--- src/rtl/mult_seq_unit.sv ---
// Sequential radix-2 shift-add multiplier: WIDTHxWIDTH -> 2*WIDTH product in hi/lo,
// with a start/busy/done handshake and 33-clock latency for WIDTH=32.
module mult_seq_unit #(
    parameter int unsigned WIDTH = 32
) (
    input  logic             clk,
    input  logic             rst_n,
    input  logic             start,
    input  logic             sign_mode,
    input  logic [WIDTH-1:0] a,
    input  logic [WIDTH-1:0] b,
    output logic             busy,
    output logic             done,
    output logic [WIDTH-1:0] hi,
    output logic [WIDTH-1:0] lo
);

    localparam int unsigned PW = 2 * WIDTH;
    localparam int unsigned CW = $clog2(WIDTH);
    localparam logic [CW-1:0] LAST = CW'(WIDTH - 1);

    localparam logic [1:0] S_IDLE   = 2'd0;
    localparam logic [1:0] S_RUN    = 2'd1;
    localparam logic [1:0] S_FINISH = 2'd2;

    logic [1:0]       state_q, state_d;
    logic [WIDTH-1:0] mcand_q, mcand_d;
    logic [PW-1:0]    acc_q, acc_d;
    logic [CW-1:0]    cnt_q, cnt_d;
    logic             neg_q, neg_d;
    logic             busy_q, busy_d;
    logic             done_q, done_d;
    logic [WIDTH-1:0] hi_q, hi_d;
    logic [WIDTH-1:0] lo_q, lo_d;

    logic [WIDTH-1:0] mag_a, mag_b;
    logic [WIDTH:0]   sum;
    logic [PW-1:0]    prod;

    // Signed operands are reduced to magnitudes; the sign is reapplied at the end.
    assign mag_a = (sign_mode && a[WIDTH-1]) ? (~a + WIDTH'(1)) : a;
    assign mag_b = (sign_mode && b[WIDTH-1]) ? (~b + WIDTH'(1)) : b;
    assign sum   = {1'b0, acc_q[PW-1:WIDTH]} + (acc_q[0] ? {1'b0, mcand_q} : '0);
    assign prod  = neg_q ? (~acc_q + PW'(1)) : acc_q;

    always_comb begin
        state_d = state_q;
        mcand_d = mcand_q;
        acc_d   = acc_q;
        cnt_d   = cnt_q;
        neg_d   = neg_q;
        busy_d  = busy_q;
        done_d  = 1'b0;
        hi_d    = hi_q;
        lo_d    = lo_q;
        case (state_q)
            S_IDLE: begin
                if (start) begin
                    mcand_d = mag_a;
                    neg_d   = sign_mode & (a[WIDTH-1] ^ b[WIDTH-1]);
                    acc_d   = {{WIDTH{1'b0}}, mag_b};
                    cnt_d   = '0;
                    busy_d  = 1'b1;
                    state_d = S_RUN;
                end
            end
            S_RUN: begin
                // Carry out of the add becomes the new MSB after the shift.
                acc_d = {sum, acc_q[WIDTH-1:1]};
                cnt_d = cnt_q + CW'(1);
                if (cnt_q == LAST) begin
                    state_d = S_FINISH;
                end
            end
            S_FINISH: begin
                {hi_d, lo_d} = prod;
                done_d  = 1'b1;
                busy_d  = 1'b0;
                state_d = S_IDLE;
            end
            default: begin
                state_d = S_IDLE;
            end
        endcase
    end

    always_ff @(posedge clk or negedge rst_n) begin
        if (!rst_n) begin
            state_q <= S_IDLE;
            mcand_q <= '0;
            acc_q   <= '0;
            cnt_q   <= '0;
            neg_q   <= 1'b0;
            busy_q  <= 1'b0;
            done_q  <= 1'b0;
            hi_q    <= '0;
            lo_q    <= '0;
        end else begin
            state_q <= state_d;
            mcand_q <= mcand_d;
            acc_q   <= acc_d;
            cnt_q   <= cnt_d;
            neg_q   <= neg_d;
            busy_q  <= busy_d;
            done_q  <= done_d;
            hi_q    <= hi_d;
            lo_q    <= lo_d;
        end
    end

    assign busy = busy_q;
    assign done = done_q;
    assign hi   = hi_q;
    assign lo   = lo_q;

endmodule

--- config.mk ---
export PLATFORM = sky130hd
export DESIGN_NAME = mult_seq_unit
export DESIGN_NICKNAME = d
export VERILOG_FILES = /design/src/rtl/mult_seq_unit.sv
export SDC_FILE = /design/constraint.sdc
export NUM_CORES = 1
export LEC_CHECK = 0
export BUFFER_PORTS_ARGS = -buffer_cell sky130_fd_sc_hd__buf_4
export CAP_MARGIN = 20
export CORE_UTILIZATION = 59
export CTS_CLUSTER_DIAMETER = 30
export DETAILED_ROUTE_END_ITERATION = 7
export GPL_TIMING_DRIVEN = 1
export PLACE_DENSITY = 0.81
export REMOVE_ABC_BUFFERS = 1
export SLEW_MARGIN = 20
export SYNTH_ARGS = -nofsm -noshare
export SYNTH_HDL_FRONTEND = slang
export SYNTH_SLANG_ARGS = --single-unit
--- constraint.sdc ---
create_clock -name clk -period 3.3 [get_ports clk]
set_input_delay 0.165 -clock clk [delete_from_list [all_inputs] [get_ports clk]]
set_output_delay 0.165 -clock clk [all_outputs]
set_load 0.1 [all_outputs]
==> summary.txt <==
STA
  – Final slew viol count: 0
  – Setup_tns: 0 ns
  – Final hold slack: 0.01854 ns
  – Clock skew: 0.01076 ns
  – Slew headroom: 50.49%
  – Final Hold Vio Count: 0
  – RSZ-0062 raised after global routing: no
  – Finish-stage setup viols: 0
  – Crit share post-route: 94.54%
  – Fmax: 0.3205 GHz
  – Slew @ Worst Pin: 0.7426 ns
  – Final min period: 3.120 ns

Worst setup path
  – Top delay family on crit path: simple AND/OR/NAND/NOR gates
  – Worst Path Buf+Inv: 1
  – R2R Setup Slk: 0.18 ns
  – Worst-path maximum fanout: 7
  – Critical path class: reg2reg
  – CP max stage delay: 0.61 ns
  – Worst r2r src: acc_q[32]$_DFFE_PN0P_
  – Reg2Reg Depth: 8
  – Arr. time, crit path: 3.41 ns
  – Critical path endpoint category: flop
  – CP Cell Sequence: or4_1, nand4b_1, nor4_4, buf_4, nand2_4, o31ai_1, xor2_1, o21ai_0
  – Reg2reg end: hi[16]$_DFFE_PN0P_
  – Critical Path RT: 3.59 ns
  – Setup crit start kind: flop
  – Crit path max-delay cell type: or4_1
  – Critical Path Source: acc_q[32]$_DFFE_PN0P_

Power and ir drop
  – Part of the power in the clock network: 16.5%
  – Cell-internal power: 6.352 mW
  – Switching power: 5.626 mW
  – Sequential share of power: 31.0%
  – Sw Share: 46.97%
  – Pleak: 5.667 nW
  – Worst VDD drop: 481.4 uV
  – Comb pwr share: 52.5%
  – Pwr dens: 934.2 nW/um^2

Cells and area
  – Most common cell after layout, fill and taps aside: o21ai_0
  – Fraction of layout cells with a size suffix above 1: 14.56%
  – Area delta synth->final: 17.24%
  – Commonest cells after routing, fill and taps aside: 196 x o21ai_0, 186 x nand2_1, 169 x dfrtp_1
  – # nets final: 1496
  – Ant diodes: 0

Detailed routing
  – DRC viols: 22
  – Vias: 9897
  – Top Metal Used: met5
  – Met3 wire len: 2.006 mm
  – Initial DRC Count: 810
  – WL met2: 13.60 mm
  – Routed length on met1: 12.50 mm
  – Antenna Nets Post-Route: 0
  – Final wirelength: 28.59 mm
  – Pre-antenna DRT Iters: 8
  – Vias per inst: 6.072
  – Wire length per cell: 17.54 microns

Clocking
  – TritonCTS Buffers: 17
  – CTS root buf: clkbuf_16
  – Maximum clock path buffer count: 2
  – CTS tree: built
  – Clock Latency Late Sink: 0.44 ns
  – Clock-pin slew of the registers on the worst-case setup and hold paths: 0.07 ns
  – H-tree depth: 4
  – TritonCTS Sinks: 170

Logic synthesis
  – Yosys reg bits: 170
  – Unique masters post-synth: 64
  – Syn. warnings: 0
  – Post-synthesis async set-or-reset flop share: 100.0%
  – Post-synth EDFFs: 0
  – Syn Std Cell Area: 10940 sq um
  – Synthesized instance count: 1282
  – Synth Flop Type: dfrtp_1
  – Mapped Avg Cell Area: 8.530 sq um
  – Seq/Total Area, Yosys: 38.90%

Outcome
  – Failing checks: design-rule violations
  – Status: complete, but fails checks

Floorplanning
  – Die width: 138.1 microns
  – Core area: 18090 sq um
  – Die Span Y: 138.1 microns
  – Std cell rows: 49
  – Initial Util: 60.46%
  – I/O pin count: 134
  – DIE AREA: 19080 sq um

Hold path
  – Min-Delay Path Class: in2reg
  – Worst hold path depth: 3
  – Hold-critical path endpoint: mcand_q[28]$_DFFE_PN0P_
  – HP Start: a[28]

Global route
  – Largest net degree at the start of global routing: 110
  – Tot GR Track Use: 30.81%
  – Initial antenna violation count: 3
  – Vias in the first global route: 9478
  – Gr ovfl total: 0
  – First-pass GRT wire length: 47.31 mm

Placement
  – PortBufs: 133
  – Placer Congestion: 0.9188
  – Hpwl dp: 20.91 mm

Job
  – Max cap viols: 0
## timing repair
action | 4_1_cts | 5_1_grt
endpoints found under the hold margin | 83 | 0
gates resized for setup | 0 | 1
setup buffers | 0 | 0
hold buffers | 4 | 0
endpoints found under the setup margin | 0 | 1
## worst min-delay path, delay by kind of cell
kind                   cells  cell delay [ns]
XOR/XNOR                   1             0.10
buffers and inverters      1             0.09
AO/OA/AOI/OAI              1             0.06
## cells by family (layout without fill, tap and decap cells)
logic type | Yosys count | count (layout) | synth area share (%)
flops | 170 | 170 | 38.90
simple gates | 438 | 438 | 19.81
fa+ha+maj | 38 | 38 | 4.416
xor+xnor | 145 | 145 | 11.61
compound gates | 400 | 400 | 22.03
mux | 2 | 2 | 0.1831
buf+inv | 89 | 208 | 3.055
## metrics by stage
| step | area, sq um | setup WS [ns] | util [%] | total power [mW] | instances |
|---|---|---|---|---|---|
| after detailed placement | 12180 | 0.1683 | 67.34 | 9.876 | 1595 |
| after floorplan | 10670 | -0.4407 | - | 8.096 | 1212 |
| final | 12820 | 0.1803 | 70.89 | 11.98 | 1630 |
| after global placement | 12180 | 0.3233 | 67.34 | 9.741 | 1595 |
| after CTS | 12790 | 0.1709 | 70.73 | 11.90 | 1629 |
| after global routing | 12820 | 0.06049 | 70.89 | 12.86 | 1630 |
## sequential cells by signal, summed over array words and instances (netlist names)
| signal | cells |
|---|---|
| acc_q | 64 |
| hi | 32 |
| lo | 32 |
| mcand_q | 32 |
| cnt_q | 5 |
| state_q | 2 |
| busy | 1 |
| done | 1 |
| neg_q | 1 |
## worst max-delay path by stage
stage / end / slack, ns / cells after the start
5_1_grt: acc_q[59]$_DFFE_PN0P_ / 0.06 / 12
6_report: hi[16]$_DFFE_PN0P_ / 0.18 / 8
3_5_place_dp: hi[0]$_DFFE_PN0P_ / 0.17 / 10
3_3_place_gp: acc_q[59]$_DFFE_PN0P_ / 0.32 / 12
2_1_floorplan: acc_q[59]$_DFFE_PN0P_ / -0.44 / 6
4_1_cts: hi[0]$_DFFE_PN0P_ / 0.17 / 10
## metal layers
layer  vias to the layer above  GRT usage (%)
li1                       4801              -
met1                      4644          41.84
met2                       403          50.54
met3                        47          5.577
met4                         2          9.107
met5                         -              0
## area by class of cell
cell class / count / area [sq um]
clock buffers: 17 / 425.4
well taps: 229 / 286.5
flip-flops and latches: 170 / 4255
clock inverters: 13 / 147.6
multi-input cells: 1023 / 6370
fillers: 1411 / 5265
repair buffers: 159 / 1265
inverters: 19 / 71.32
## synth_stat cells, types with 3 or more instances
| library cell | count | share of area, % |
|---|---|---|
| nand4_1 | 14 | 0.80 |
| nor2b_1 | 7 | 0.40 |
| o21a_1 | 5 | 0.34 |
| o21bai_1 | 6 | 0.41 |
| a21o_1 | 19 | 1.3 |
| dfrtp_1 | 170 | 39 |
| nor4b_1 | 3 | 0.24 |
| and3_1 | 10 | 0.57 |
| inv_1 | 19 | 0.65 |
| clkbuf_1 | 65 | 2.2 |
| and2_1 | 39 | 2.2 |
| o221ai_1 | 3 | 0.24 |
| o41ai_1 | 15 | 1.2 |
| xnor2_1 | 55 | 4.4 |
| a211oi_1 | 5 | 0.34 |
| o211ai_1 | 5 | 0.34 |
| nand3_1 | 32 | 1.5 |
| or2_2 | 5 | 0.29 |
| or4_1 | 15 | 1.0 |
| o31ai_1 | 21 | 1.4 |
| o21ai_0 | 196 | 9.0 |
| nor4_1 | 16 | 0.92 |
| a22oi_1 | 30 | 2.1 |
| buf_1 | 5 | 0.17 |
| nor2_1 | 58 | 2.0 |
| or3_1 | 11 | 0.63 |
| a21oi_1 | 61 | 2.8 |
| nand2_1 | 187 | 6.4 |
| a31oi_1 | 10 | 0.57 |
| nor3_1 | 18 | 0.82 |
| ha_1 | 37 | 4.2 |
| nand4b_1 | 3 | 0.24 |
| nand2b_1 | 8 | 0.46 |
| o21ai_1 | 4 | 0.18 |
| xor2_1 | 90 | 7.2 |
## power groups by stage
stage	clock (mW)	combinational [mW]	sequential (mW)
2_1_floorplan	0	3.99	4.11
3_3_place_gp	0	6.06	3.68
3_5_place_dp	0	6.16	3.72
4_1_cts	2.00	6.21	3.68
5_1_grt	2.08	6.97	3.81
6_report	1.97	6.29	3.71
(Power assumes the default switching activity.)
